## src/rtl/rv_pkg.sv

```systemverilog
// Shared RV32I encoding constants and micro-op kinds for the encoder and the core's decoder.
package rv_pkg;

    localparam logic [6:0] OP_R      = 7'b0110011;
    localparam logic [6:0] OP_I      = 7'b0010011;
    localparam logic [6:0] OP_LOAD   = 7'b0000011;
    localparam logic [6:0] OP_STORE  = 7'b0100011;
    localparam logic [6:0] OP_BRANCH = 7'b1100011;

    localparam logic [2:0] F3_ADD_SUB = 3'b000;
    localparam logic [2:0] F3_SLT     = 3'b010;
    localparam logic [2:0] F3_OR      = 3'b110;
    localparam logic [2:0] F3_AND     = 3'b111;
    localparam logic [2:0] F3_LW      = 3'b010;
    localparam logic [2:0] F3_SW      = 3'b010;
    localparam logic [2:0] F3_BEQ     = 3'b000;
    localparam logic [2:0] F3_BNE     = 3'b001;

    localparam logic [6:0] F7_BASE = 7'b0000000;
    localparam logic [6:0] F7_SUB  = 7'b0100000;

    typedef enum logic [3:0] {
        KIND_ADD  = 4'd0,
        KIND_SUB  = 4'd1,
        KIND_AND  = 4'd2,
        KIND_OR   = 4'd3,
        KIND_SLT  = 4'd4,
        KIND_ADDI = 4'd5,
        KIND_LW   = 4'd6,
        KIND_SW   = 4'd7,
        KIND_BEQ  = 4'd8,
        KIND_BNE  = 4'd9
    } req_kind_e;

    typedef enum logic [1:0] {
        ST_IDLE,
        ST_LOAD,
        ST_DONE
    } enc_state_e;

endpackage

```

## src/rtl/instr_packer.sv

```systemverilog
// Combinational packing of one micro-op into an RV32I word, flagging kinds or immediates it cannot express.
module instr_packer
    import rv_pkg::*;
(
    input  logic [3:0]  kind,
    input  logic [4:0]  rd,
    input  logic [4:0]  rs1,
    input  logic [4:0]  rs2,
    input  logic [12:0] imm,
    output logic [31:0] word,
    output logic        illegal
);

    logic imm12_fits;
    logic imm_even;

    // 12-bit immediates need the 13-bit value to sign-extend from bit 11; branch offsets must be halfword aligned.
    assign imm12_fits = (imm[12] == imm[11]);
    assign imm_even   = ~imm[0];

    always_comb begin
        word    = '0;
        illegal = 1'b0;
        case (kind)
            KIND_ADD:  word = {F7_BASE, rs2, rs1, F3_ADD_SUB, rd, OP_R};
            KIND_SUB:  word = {F7_SUB,  rs2, rs1, F3_ADD_SUB, rd, OP_R};
            KIND_AND:  word = {F7_BASE, rs2, rs1, F3_AND,     rd, OP_R};
            KIND_OR:   word = {F7_BASE, rs2, rs1, F3_OR,      rd, OP_R};
            KIND_SLT:  word = {F7_BASE, rs2, rs1, F3_SLT,     rd, OP_R};
            KIND_ADDI: begin
                word    = {imm[11:0], rs1, F3_ADD_SUB, rd, OP_I};
                illegal = ~imm12_fits;
            end
            KIND_LW: begin
                word    = {imm[11:0], rs1, F3_LW, rd, OP_LOAD};
                illegal = ~imm12_fits;
            end
            KIND_SW: begin
                word    = {imm[11:5], rs2, rs1, F3_SW, imm[4:0], OP_STORE};
                illegal = ~imm12_fits;
            end
            KIND_BEQ: begin
                word    = {imm[12], imm[10:5], rs2, rs1, F3_BEQ, imm[4:1], imm[11], OP_BRANCH};
                illegal = ~imm_even;
            end
            KIND_BNE: begin
                word    = {imm[12], imm[10:5], rs2, rs1, F3_BNE, imm[4:1], imm[11], OP_BRANCH};
                illegal = ~imm_even;
            end
            default: illegal = 1'b1;
        endcase
    end

endmodule

```

## src/rtl/prog_encoder.sv

```systemverilog
// Session-based micro-op encoder that streams RV32I words into instruction memory at consecutive addresses.
module prog_encoder
    import rv_pkg::*;
#(
    parameter int ADDR_WIDTH = 8,
    parameter int DEPTH      = 256
)
(
    input  logic                  clk,
    input  logic                  rst_n,
    input  logic                  start,
    input  logic                  finish,
    input  logic                  req_valid,
    output logic                  req_ready,
    input  logic [3:0]            req_kind,
    input  logic [4:0]            req_rd,
    input  logic [4:0]            req_rs1,
    input  logic [4:0]            req_rs2,
    input  logic [12:0]           req_imm,
    output logic                  imem_we,
    output logic [ADDR_WIDTH-1:0] imem_waddr,
    output logic [31:0]           imem_wdata,
    output logic [ADDR_WIDTH:0]   count,
    output logic                  busy,
    output logic                  done,
    output logic                  err,
    output logic                  overflow
);

    localparam logic [ADDR_WIDTH:0] DEPTH_CNT = (ADDR_WIDTH + 1)'(DEPTH);

    enc_state_e            state;
    enc_state_e            state_next;
    logic [ADDR_WIDTH-1:0] ptr;
    logic [31:0]           packed_word;
    logic                  packed_illegal;
    logic                  accept;
    logic                  full;
    logic                  open_session;

    instr_packer u_packer (
        .kind    (req_kind),
        .rd      (req_rd),
        .rs1     (req_rs1),
        .rs2     (req_rs2),
        .imm     (req_imm),
        .word    (packed_word),
        .illegal (packed_illegal)
    );

    assign busy         = (state == ST_LOAD);
    assign full         = (count == DEPTH_CNT);
    assign req_ready    = busy && !finish && (count < DEPTH_CNT);
    assign accept       = req_valid && req_ready;
    assign open_session = start && (state != ST_LOAD);

    always_ff @(posedge clk or negedge rst_n) begin
        if (!rst_n) state <= ST_IDLE;
        else        state <= state_next;
    end

    always_comb begin
        state_next = state;
        case (state)
            ST_IDLE: if (start)  state_next = ST_LOAD;
            ST_LOAD: if (finish) state_next = ST_DONE;
            ST_DONE: if (start)  state_next = ST_LOAD;
            default:             state_next = ST_IDLE;
        endcase
    end

    // Count and pointer advance at accept time so req_ready already sees a word that is still in flight.
    always_ff @(posedge clk or negedge rst_n) begin
        if (!rst_n) begin
            imem_we    <= 1'b0;
            imem_waddr <= '0;
            imem_wdata <= '0;
            ptr        <= '0;
            count      <= '0;
            done       <= 1'b0;
            err        <= 1'b0;
            overflow   <= 1'b0;
        end else begin
            imem_we <= 1'b0;
            if (open_session) begin
                ptr      <= '0;
                count    <= '0;
                done     <= 1'b0;
                err      <= 1'b0;
                overflow <= 1'b0;
            end else begin
                if (accept) begin
                    if (packed_illegal) begin
                        err <= 1'b1;
                    end else begin
                        imem_we    <= 1'b1;
                        imem_waddr <= ptr;
                        imem_wdata <= packed_word;
                        ptr        <= ptr + 1'b1;
                        count      <= count + 1'b1;
                    end
                end
                if (busy && req_valid && full) overflow <= 1'b1;
                if (busy && finish)            done     <= 1'b1;
            end
        end
    end

endmodule

```

## config.mk

```make
export PLATFORM = sky130hd
export DESIGN_NAME = prog_encoder
export DESIGN_NICKNAME = d
export VERILOG_FILES = /design/src/rtl/rv_pkg.sv /design/src/rtl/instr_packer.sv /design/src/rtl/prog_encoder.sv
export SDC_FILE = /design/constraint.sdc
export NUM_CORES = 1
export LEC_CHECK = 0
export CORE_MARGIN = 2
export CORE_UTILIZATION = 40
export DETAILED_ROUTE_END_ITERATION = 10
export PLACE_DENSITY = 0.82
export SETUP_SLACK_MARGIN = 0.15
export SLEW_MARGIN = 0
export SYNTH_ARGS = -nofsm -noshare
export SYNTH_HDL_FRONTEND = slang
export SYNTH_SLANG_ARGS = --single-unit
```

## constraint.sdc

```tcl
create_clock -name clk -period 3.6 [get_ports clk]
set_input_delay 1.08 -clock clk [delete_from_list [all_inputs] [get_ports clk]]
set_output_delay 1.08 -clock clk [all_outputs]
set_load 0.02 [all_outputs]
```

## Word-level counts from Yosys, hierarchy flattened

Index checks and enable logic that the tools add are counted.

| word-level totals | value |
|---|---|
| flip-flop bits (word level) | 63 |
| input port bits | 37 |
| output and inout port bits | 55 |
| logic and storage cells | 75 |

| operators by class | value |
|---|---|
| $add $sub $neg | 2 |
| magnitude comparators | 1 |
| equality and inequality tests | 17 |
| mux-type cells | 21 |
| bitwise operators | 3 |
| reduce and logical (&&, ||, !) cells | 22 |

Operators by type and width:

| cell | count |
|---|---|
| 32-bit case mux with 10 select lines | 1 |
| 9-bit 2-to-1 mux | 3 |
| 8-bit 2-to-1 mux | 3 |
| 4-bit by 3-bit equality test with 1-bit output, second input constant | 4 |
| 1-bit 2-to-1 mux | 10 |
| 9-bit by 1-bit adder with 9-bit output, second input constant | 1 |
| 9-bit equality test, second input constant | 1 |
| 9-bit less-than comparator, second input constant | 1 |
| 8-bit by 1-bit adder with 8-bit output, second input constant | 1 |
| 4-bit by 2-bit equality test with 1-bit output, second input constant | 2 |
| 4-bit equality test, second input constant | 2 |
| 2-bit nonzero test | 4 |
| 1-bit logical AND | 7 |
| 2-bit by 1-bit inequality test with 1-bit output, second input constant | 3 |
| 2-bit AND reduction | 3 |
| 5-bit OR reduction | 1 |
| 4-bit by 1-bit equality test with 1-bit output, second input constant | 1 |
| 4-bit logical NOT | 1 |
| 2-bit 2-to-1 mux | 2 |
| 2-bit case mux with 2 select lines | 1 |
| 2-bit OR reduction | 2 |
| 1-bit inverter | 3 |
| 1-bit case mux with 3 select lines | 1 |
| 3-bit AND reduction | 1 |
| other kinds (7) | 7 |

## Longest topological paths before layout

Gate-level depths: netlist (run 1).

| depth | value |
|---|---|
| word-level depth | 6 |
| depth in mapped cells | 8 |
| gate-level depth less buffers | 6 |

## By module

A second synthesis (run 1) with hierarchy kept.

| unflattened totals | value |
|---|---|
| cell total of the unflattened synthesis | 302 |
| area, all modules | 3275.6 sq um |

Modules (own cells, without submodules):

| module | instances | cells each | area each (sq um) | seq. area each (sq um) |
|---|---|---|---|---|
| prog_encoder | 1 | 206 | 2687.6 | 1576.5 |
| instr_packer | 1 | 96 | 588.1 | 0.0 |

## Worst setup path before layout (run 1)

Ideal clock, no wire load.

| timing path | value |
|---|---|
| path kind | input to output |
| start | input port finish |
| end | output port req_ready |
| arrival time | 1.577 ns |
| required time | 2.520 ns |
| setup slack | 0.943 ns |
| stages | 1 |
| path buffers | 0 |
| path through | nor3_1 |

| on the way | value |
|---|---|
| word-level cells in the longest chain between the ends | 3 |

Ends and longest elaborated chain:

| what | RTL line | RTL |
|---|---|---|
| from (decl) | prog_encoder.sv:12 | `input logic finish,` |
| 1-bit logical NOT | prog_encoder.sv:53 | `assign req_ready = busy && !finish && (count < DEPTH_CNT);` |
| 1-bit logical AND (2 in a row) | prog_encoder.sv:53 |  |
| to (decl) | prog_encoder.sv:14 | `output logic req_ready,` |

Every way passes these cells.

## Worst setup path in the final report (run 1)

Ends and elaborated chain as after synthesis.

==> results of run 1 <==
==> worst register-to-register path, delay by kind of cell (launching register included) <==
family,cells,cell delay (ps)
buf+inv,2,470
simple gates,3,770
mux,1,380
flops,1,370
==> layer usage <==
layer,GRT usage,routed length [um]
met1,0.2461,3177
met2,0.3005,3329
met3,0.04894,558
met4,0.09634,176
met5,0,0
==> sequential cells by signal, indices dropped and copies added (netlist names) <==
name	cells
imem_we	1
imem_wdata	29
overflow	1
count	9
state	2
done	1
err	1
imem_waddr	8
ptr	8
==> stage by stage <==
step	total power (uW)	utilization	setup WS, ps
after floorplan	1250	-	942.8
after global placement	1629	0.5630	153.5
after detailed placement	1644	0.5630	122.9
after CTS	2226	0.5895	407.2
after global routing	2317	0.5895	348.2
final	2208	0.5895	424.6
==> cell families (layout without fill, tap and decap cells) <==
family                   count (synthesis)  after routing
flip-flops                              60             60
XOR/XNOR                                 2              2
other                                    1              2
AO/OA/AOI/OAI                           83             83
adder cells (fa/ha/maj)                  3              3
AND/OR/NAND/NOR                         82             82
buffers and inverters                   29            124
multiplexers                            21             21
==> Yosys cell counts (2+ instances only) <==
cell type	count
ha_1	3
o21a_1	2
buf_4	3
clkbuf_1	8
a31oi_1	2
o21ai_0	39
a221o_1	9
nor3_1	10
nor2b_1	2
a21oi_1	7
a22oi_1	9
xnor2_1	2
or4_1	2
or2_2	2
mux2_2	20
o31ai_1	5
inv_2	2
nand3_1	10
dfrtp_1	60
nand2b_1	5
buf_2	8
nor4_1	6
nand2_1	25
and2_1	3
o22ai_1	3
nor2_1	11
inv_1	7
==> timing repair <==
| item | in CTS | in global routing |
|---|---|---|
| setup buffers | 0 | 0 |
| setup endpoints to repair | 1 | 0 |
| gates resized for setup | 1 | 0 |
==> worst min-delay path by stage <==
stage	startpoint	endpoint	cells after the start
floorplan	state[1]	state[1]	2
global placement	state[1]	state[1]	2
detailed placement	state[1]	state[1]	2
CTS	state[1]	state[1]	2
global route	state[1]	state[1]	2
finish	state[1]	state[1]	2
==> power groups by stage <==
stage          registers, uW  logic [uW]  clock network [uW]
5_1_grt                  895         801                 621
3_5_place_dp             892         751                   0
2_1_floorplan           1040         206                   0
3_3_place_gp             890         738                   0
4_1_cts                  883         752                 591
6_report                 883         745                 580
==> layout make-up <==
class / count / area [um^2]
inverters: 9 / 33.78
well taps: 96 / 120.1
fillers: 611 / 2835
multi-input cells: 193 / 1265
clock buffers: 13 / 148.9
flip-flops and latches: 60 / 1501
repair buffers: 100 / 967.2
clock inverters: 2 / 35.03
==> results.yml, run 1 <==
layout:
  diodes: 0
  final_common_cell: "clkdlybuf4s50_1"
  finish.instance_area_um2: 4071
  fin_cells: 473
  drive_above_1_share: 0.1379
  syn_to_final_growth_pct: 40.80
  mostFrequentLayoutCells: "clkdlybuf4s50_1, dfrtp_1, o21ai_0"
  fin_nets: 413
sta:
  fin_hold_ws_ps: 482.5
  finalSetupViolations: 0
  drv_slew: 0
  fin_crit_sh: 0.8821
  tightest_slew_ps: 867.7
  max_freq_ghz: 0.3149
  period_minus_slack_ps: 3175
  hold_viol: 0
  setup_tns_ps: 0
  slew_headroom: 0.4215
  rsz0062_at_grt: "false"
  finClkSkew_ps: 7.185
synthesis:
  syn_area_per_cell_um2: 10.29
  synth-seq-area-share: 0.5193
  syn_area_um2: 2892
  synth-compound-area-share: 0.1887
  async_flop_share: 1.000
  muxShareOfSynthArea: 0.08135
  syn_inst: 281
  synth_edf_count: 0
  synth_top_family_by_area: "compound AO/OA/AOI/OAI gates"
  yosysWarnings: 0
  synthFlopType: "dfrtp_1"
  synth_top_cell_by_area: "dfrtp_1"
  ys_types: 43
  synthXorXnorAreaFrac: 0.006058
  yosys.area_share.simple: 0.1428
  ys_seq_elements: 60
  synth_fa_ha_area_frac: 0.01298
  synth_top_area_share: 0.5193
  synth.area.top_cells: "dfrtp_1, mux2_2, o21ai_0"
clock_network:
  clock_sinks: 60
  cts_made_buffers: 9
  clk_path_buf_depth: 2
  cts_tree: "done"
  clkTransAtPathRegs_ps: 60
  clock-root-buffer: "clkbuf_8"
  clk_latency_ps: 340
  cts_max_level: 3
  postCtsHoldBufs: 0
critical_path:
  crit_buf_inv: 2
  cp_top_family: "buffers and inverters"
  slowest_delay_ps: 470
  r2r_slack_ps: 1490
  cp_data_arrival_time_ps: 2100
  r2r_start: "state[1]"
  crit_type: "in2out"
  ff2ff_path_depth: 6
  path_cells: "clkdlybuf4s50_1 > nor3_1 > dlygate4sd2_1"
  endpoint_kind: "primary output"
  critPathLaunch: "finish"
  worstPathMaxFanout: 4
  crit_required_ps: 2520
  critPathSlowestCell: "clkdlybuf4s50_1"
  endpoint: "req_ready"
  crit_cells: 3
  cp-start-kind: "input pin"
  reg2reg_to: "imem_wdata[12]"
global_route:
  grt_pass1_wl_um: 11580
  groute.usage.overall: 0.1912
  antenna_found_initial: 0
  grt_overflow_total: 0
  grt_pass1_vias: 2504
  grt_max_degree: 37
detailed_routing:
  via_per_inst: 5.442
  final_antenna_net_count: 0
  drc: 0
  wire_per_inst_um: 15.31
  dr_total_vias: 2574
  routed_wl_um: 7241
  drtIter0Drc: 141
  drt_pre_antenna_iters: 4
worst_hold_path:
  hold_class: "reg2reg"
power_and_ir_drop:
  p_leak_uw: 0.001740
  intPower_uw: 1506
  pwr-share-seq: 0.400
  clkPwrFrac: 0.263
  power_frac_comb: 0.337
  sw_frac_of_total: 0.3179
  power_density_nw_per_um2: 542.4
  vdd_drop_max_mv: 0.2885
  p_switching_uw: 702.1
floorplanning:
  die_h_um: 89.02
  coreArea_um2: 6907
  dieArea_um2: 7925
  rows: 30
  io_pins: 92
  die_w_um: 89.02
  start_util: 0.4187
placement:
  gp_congestion: 0.9111
  dp_cells: 458
  dpl-instance-area_um2: 3889
  io_buffers: 89
  post-dp-hpwl_um: 5228
flow_run:
  cap_viol_max_count: 0
status:
  outcome: "complete, no violations"
Note: power is estimated with default switching activity, not from simulation.
==> run 2, diff against run 1 <==
- CELL_PAD_IN_SITES_DETAIL_PLACEMENT: not set -> 0
- CELL_PAD_IN_SITES_GLOBAL_PLACEMENT: not set -> 1
- CORE_UTILIZATION: 40 -> 38
- GPL_ROUTABILITY_DRIVEN: not set -> 0
- PLACE_DENSITY: 0.82 -> 0.95
==> run 2 against run 1 <==
Compared with the run above: worst setup slack got worse by 8.6 ps; critical path depth did not move; largest power group unchanged; combinational power barely moved; worst hold slack improved by 14 ps; total power rose by 1.8%; cell area rose by 0.92%; highest routed layer unchanged.
==> results.yml, run 2 (synthesized netlist as in run 1, its figures left out) <==
status:
  outcome: "complete, no violations"
clock_network:
  clock-root-buffer: "clkbuf_8"
  cts_tree: "done"
  cts_made_buffers: 9
  clkTransAtPathRegs_ps: 70
  cts_max_level: 3
  postCtsHoldBufs: 0
  clk_latency_ps: 340
  clock_sinks: 60
  clk_path_buf_depth: 2
critical_path:
  crit_type: "in2out"
  critPathSlowestCell: "clkdlybuf4s50_1"
  endpoint_kind: "primary output"
  ff2ff_path_depth: 6
  cp-start-kind: "input pin"
  path_cells: "clkdlybuf4s50_1 > nor3_1 > dlygate4sd2_1"
  cp_data_arrival_time_ps: 2100
  slowest_delay_ps: 450
  worstPathMaxFanout: 4
  crit_required_ps: 2520
power_and_ir_drop:
  p_leak_uw: 0.001758
  power_density_nw_per_um2: 546.9
  total_power_uw: 2247
  vdd_drop_max_mv: 0.3505
sta:
  finalSetupViolations: 0
  fin_crit_sh: 0.8844
  drv_slew: 0
  rsz0062_at_grt: "false"
  setup_tns_ps: 0
  period_minus_slack_ps: 3184
  setup_ws_ps: 416.0
  hold_viol: 0
  slew_headroom: 0.3846
  tightest_slew_ps: 923.2
  max_freq_ghz: 0.3141
  finClkSkew_ps: 7.635
detailed_routing:
  dr_total_vias: 2565
  drt_pre_antenna_iters: 4
  routed_wl_um: 7404
  via_per_inst: 5.355
  drc: 0
  drtIter0Drc: 148
  final_antenna_net_count: 0
  wire_per_inst_um: 15.46
floorplanning:
  dieArea_um2: 8323
  die_h_um: 91.23
  coreArea_um2: 7292
  die_w_um: 91.23
  start_util: 0.3965
  rows: 31
  io_pins: 92
layout:
  mostFrequentLayoutCells: "clkdlybuf4s50_1, dfrtp_1, o21ai_0"
  nFillCells: 659
  final_common_cell: "clkdlybuf4s50_1"
  drive_above_1_share: 0.1500
  diodes: 0
  fin_cells: 479
  final_core_utilization: 0.5635
  top_register: "imem_wdata"
  largest_reg_flops: 29
  syn_to_final_growth_pct: 42.10
  fin_nets: 415
  layout_top_registers: "imem_wdata (29), count (9)"
global_route:
  grt_max_degree: 58
  antenna_found_initial: 0
  groute.usage.overall: 0.1831
  grt_pass1_vias: 2514
  grt_overflow_total: 0
  grt_pass1_wl_um: 12140
placement:
  post-dp-hpwl_um: 5314
  dp_cells: 463
  io_buffers: 89
  post-place-ws_ps: 128.4
worst_hold_path:
  whs_path_depth: 2
  hold_class: "reg2reg"
flow_run:
  cap_viol_max_count: 0
-- run 2: cell count changes in the layout (fill, tap and decap cells not counted) --
cell,delta
buf_4,+2
clkinvlp_4,+1
clkbuf_8,+1
clkinv_2,+1
clkbuf_1,-2
-- run 2: worst max-delay path, delay by kind of cell --
family / cells / cell delay [ps]
buf+inv: 2 / 820
simple gates: 1 / 200
-- run 2: cell type report --
cell class                      count  area [um^2]  area share
Clock buffer                       12        155.1     0.03776
Sequential cell                    60         1501      0.3654
Multi-Input combinational cell    193         1265      0.3079
Timing Repair Buffer              102        982.2      0.2390
Clock inverter                      4        47.55     0.01157
Inverter                            9        33.78    0.008222
Tap cell                           99        123.9     0.03015
-- run 2: metal layers --
layer  vias up  GRT usage  share of wire
li1       1210          -              -
met1      1248     0.2413           0.44
met2       100     0.2969           0.49
met3         7    0.03817          0.066
met4         0    0.06944         0.0074
met5         -          0              0
-- run 2: power by group --
group / switching, uW / internal, uW / leakage [uW]
clock network: 266 / 355 / 0.000102
logic: 380 / 365 / 0.000856
registers: 73.4 / 808 / 0.000800
-- run 2: final timing paths --
kind,start,end,slack [ps]
max,finish,req_ready,420
min,done,done,500
max reg2reg,state[1],imem_wdata[4],1520
min reg2reg,done,done,500
max in group asynchronous,rst_n,count[0],2180
min in group asynchronous,rst_n,state[0],530
-- run 2: through the flow --
stage          instance area [um^2]  hold slack (ps)
2_1_floorplan                  2895            437.1
3_3_place_gp                   3908            454.6
3_5_place_dp                   3908            479.9
4_1_cts                        4109            501.9
5_1_grt                        4109            518.4
6_report                       4109            496.9
-- run 2: repair_timing --
| action | in CTS | in global routing |
|---|---|---|
| setup buffers | 0 | 0 |
| gates resized for setup | 1 | 0 |
| hold endpoints to repair | 0 | 0 |
| endpoints found under the setup margin | 1 | 0 |
==> variant (settings of run 2) <==
Change the parameter `ADDR_WIDTH` from 8 to 9.
--- a/src/rtl/prog_encoder.sv
+++ b/src/rtl/prog_encoder.sv
@@ -4,3 +4,3 @@
 #(
-    parameter int ADDR_WIDTH = 8,
+    parameter int ADDR_WIDTH = 9,
     parameter int DEPTH      = 256
Ports: changed (resized count and imem_waddr); port bits go from 92 to 94. The function was not compared with the original's and may differ.
==> variant against run 2 <==
Wire length rose by 3.4%. Cell area increased by 4.0%. Worst setup slack got worse by 0.11 ns. Maximum frequency down 3.2%. First-iteration DRC count up 4.1%. Register-to-register slack lost 0.06 ns. Area after synthesis rose by 7.2%. Core utilization decreased by 1.6 points. Non-clock buffer count increased by 1. Die area is 6.9% higher. Sequential cell count increased by 3. Combinational power up 2.8%. Cell count up 2.5%. Total power is 0.80% lower. Largest power group unchanged.
==> variant: results (changes against run 2) <==
============================================================================
Max incr delay on CP                                                 0.42 ns   -0.03 ns
Sw frac                                                               34.12%   +2.1 points
Leakage power summed over all cells                                 1.804 nW   +2.6%
Complex-gate fraction of the synthesized area                         19.61%   +0.75 points
Adder and majority cell fraction of the synthesized area              1.211%   -0.087 points
Wire length of the first global-routing pass                    12480 microns   +2.8%
Hold slack final                                                   0.4949 ns   -0.002046 ns
Vias per std cell                                                      5.375   +0.37%
Result of the run                                                  completed
Reg2reg end                                                     ptr[0]$_DFFE_PN0P_
Post-detail-place hpwl                                          5360 microns   +0.87%
Placed cells                                                             475   +2.6%
Reg-to-reg setup timing slack                                        1.46 ns   -0.06 ns
Clock skew                                                        0.01048 ns   +0.002844 ns
Reg-to-reg startpoint                                           state[0]$_DFFE_PN0P_
GR Util met3                                                          6.260%   +2.4 points
All-Layer GR Usage                                                    18.04%   -0.28 points
Cell depth of the worst flop-to-flop path                                  4   -2
Cell area after placement                                         4103 sq um   +5.0%
Most numerous cell types in the synthesized netlist             63 x dfrtp_1, 41 x o21ai_0, 23 x nand2_1, 16 x mux2_2, 10 x a221o_1
# nets final                                                             424   +2.2%
Detailed Route WL                                               7655 microns   +3.4%
Detailed-route via count                                                2639   +2.9%
Share of the yosys chip area belonging to registers                   50.85%   -1.1 points
Fraction of synthesized area in multiplexers                          8.232%   +0.097 points
Least-Margin Pin Slew                                               1.014 ns   +0.09075 ns
P_clk                                                             0.000546 W   -12%
Internal portion of total power                                   0.001469 W   -3.9%
Highest ir drop seen on vdd                                      0.0002933 V   -16%
Met1 global-route usage                                               23.30%   -0.83 points
Combinational fraction of design power                                 34.4%   +1.2 points
Met2 track utilization from global routing                            28.45%   -1.2 points
Netlist cell types                                                        48   +12%
Clock period minus worst slack                                      3.289 ns   +0.1051 ns
Maximum number of pins on one net before global-route repair              36   -38%
Registers with the most flip-flops                              imem_wdata (29), count (10)
M1 WL                                                           3357 microns   +3.6%
Data arrival, critical path                                          2.21 ns   +0.11 ns
Post-synthesis share of cell area spent on xor and xnor gates        0.8475%   +0.24 points
============================================================================
## variant: timing repair
action	CTS	global route
endpoints found under the setup margin	1	0
resized for setup	1	0
setup buffers	0	0
## variant: how the worst max path moves through the flow
stage                       from         to  cells after the start
after CTS                 finish  req_ready                      3
after floorplan           finish  req_ready                      1
after detailed placement  finish  req_ready                      3
after global placement    finish  req_ready                      3
after global routing      finish  req_ready                      3
final                     finish  req_ready                      3
## variant: kinds of logic (layout without fill, tap and decap cells)
logic type,Yosys count,in the layout
adders and majority gates,3,3
DFF,63,63
and+or+nand+nor,81,81
buffers and inverters,30,128
xor gates and xnor gates,3,3
other,1,2
AOI/OAI and AO/OA,88,88
muxes,21,21
## variant: layout make-up
class,instances,area [sq um]
multi-input cells,198,1369
repair buffers,103,994.7
clock inverters,7,48.80
flip-flops and latches,63,1577
inverters,9,33.78
well taps,102,127.6
fillers,712,3533
clock buffers,9,123.9
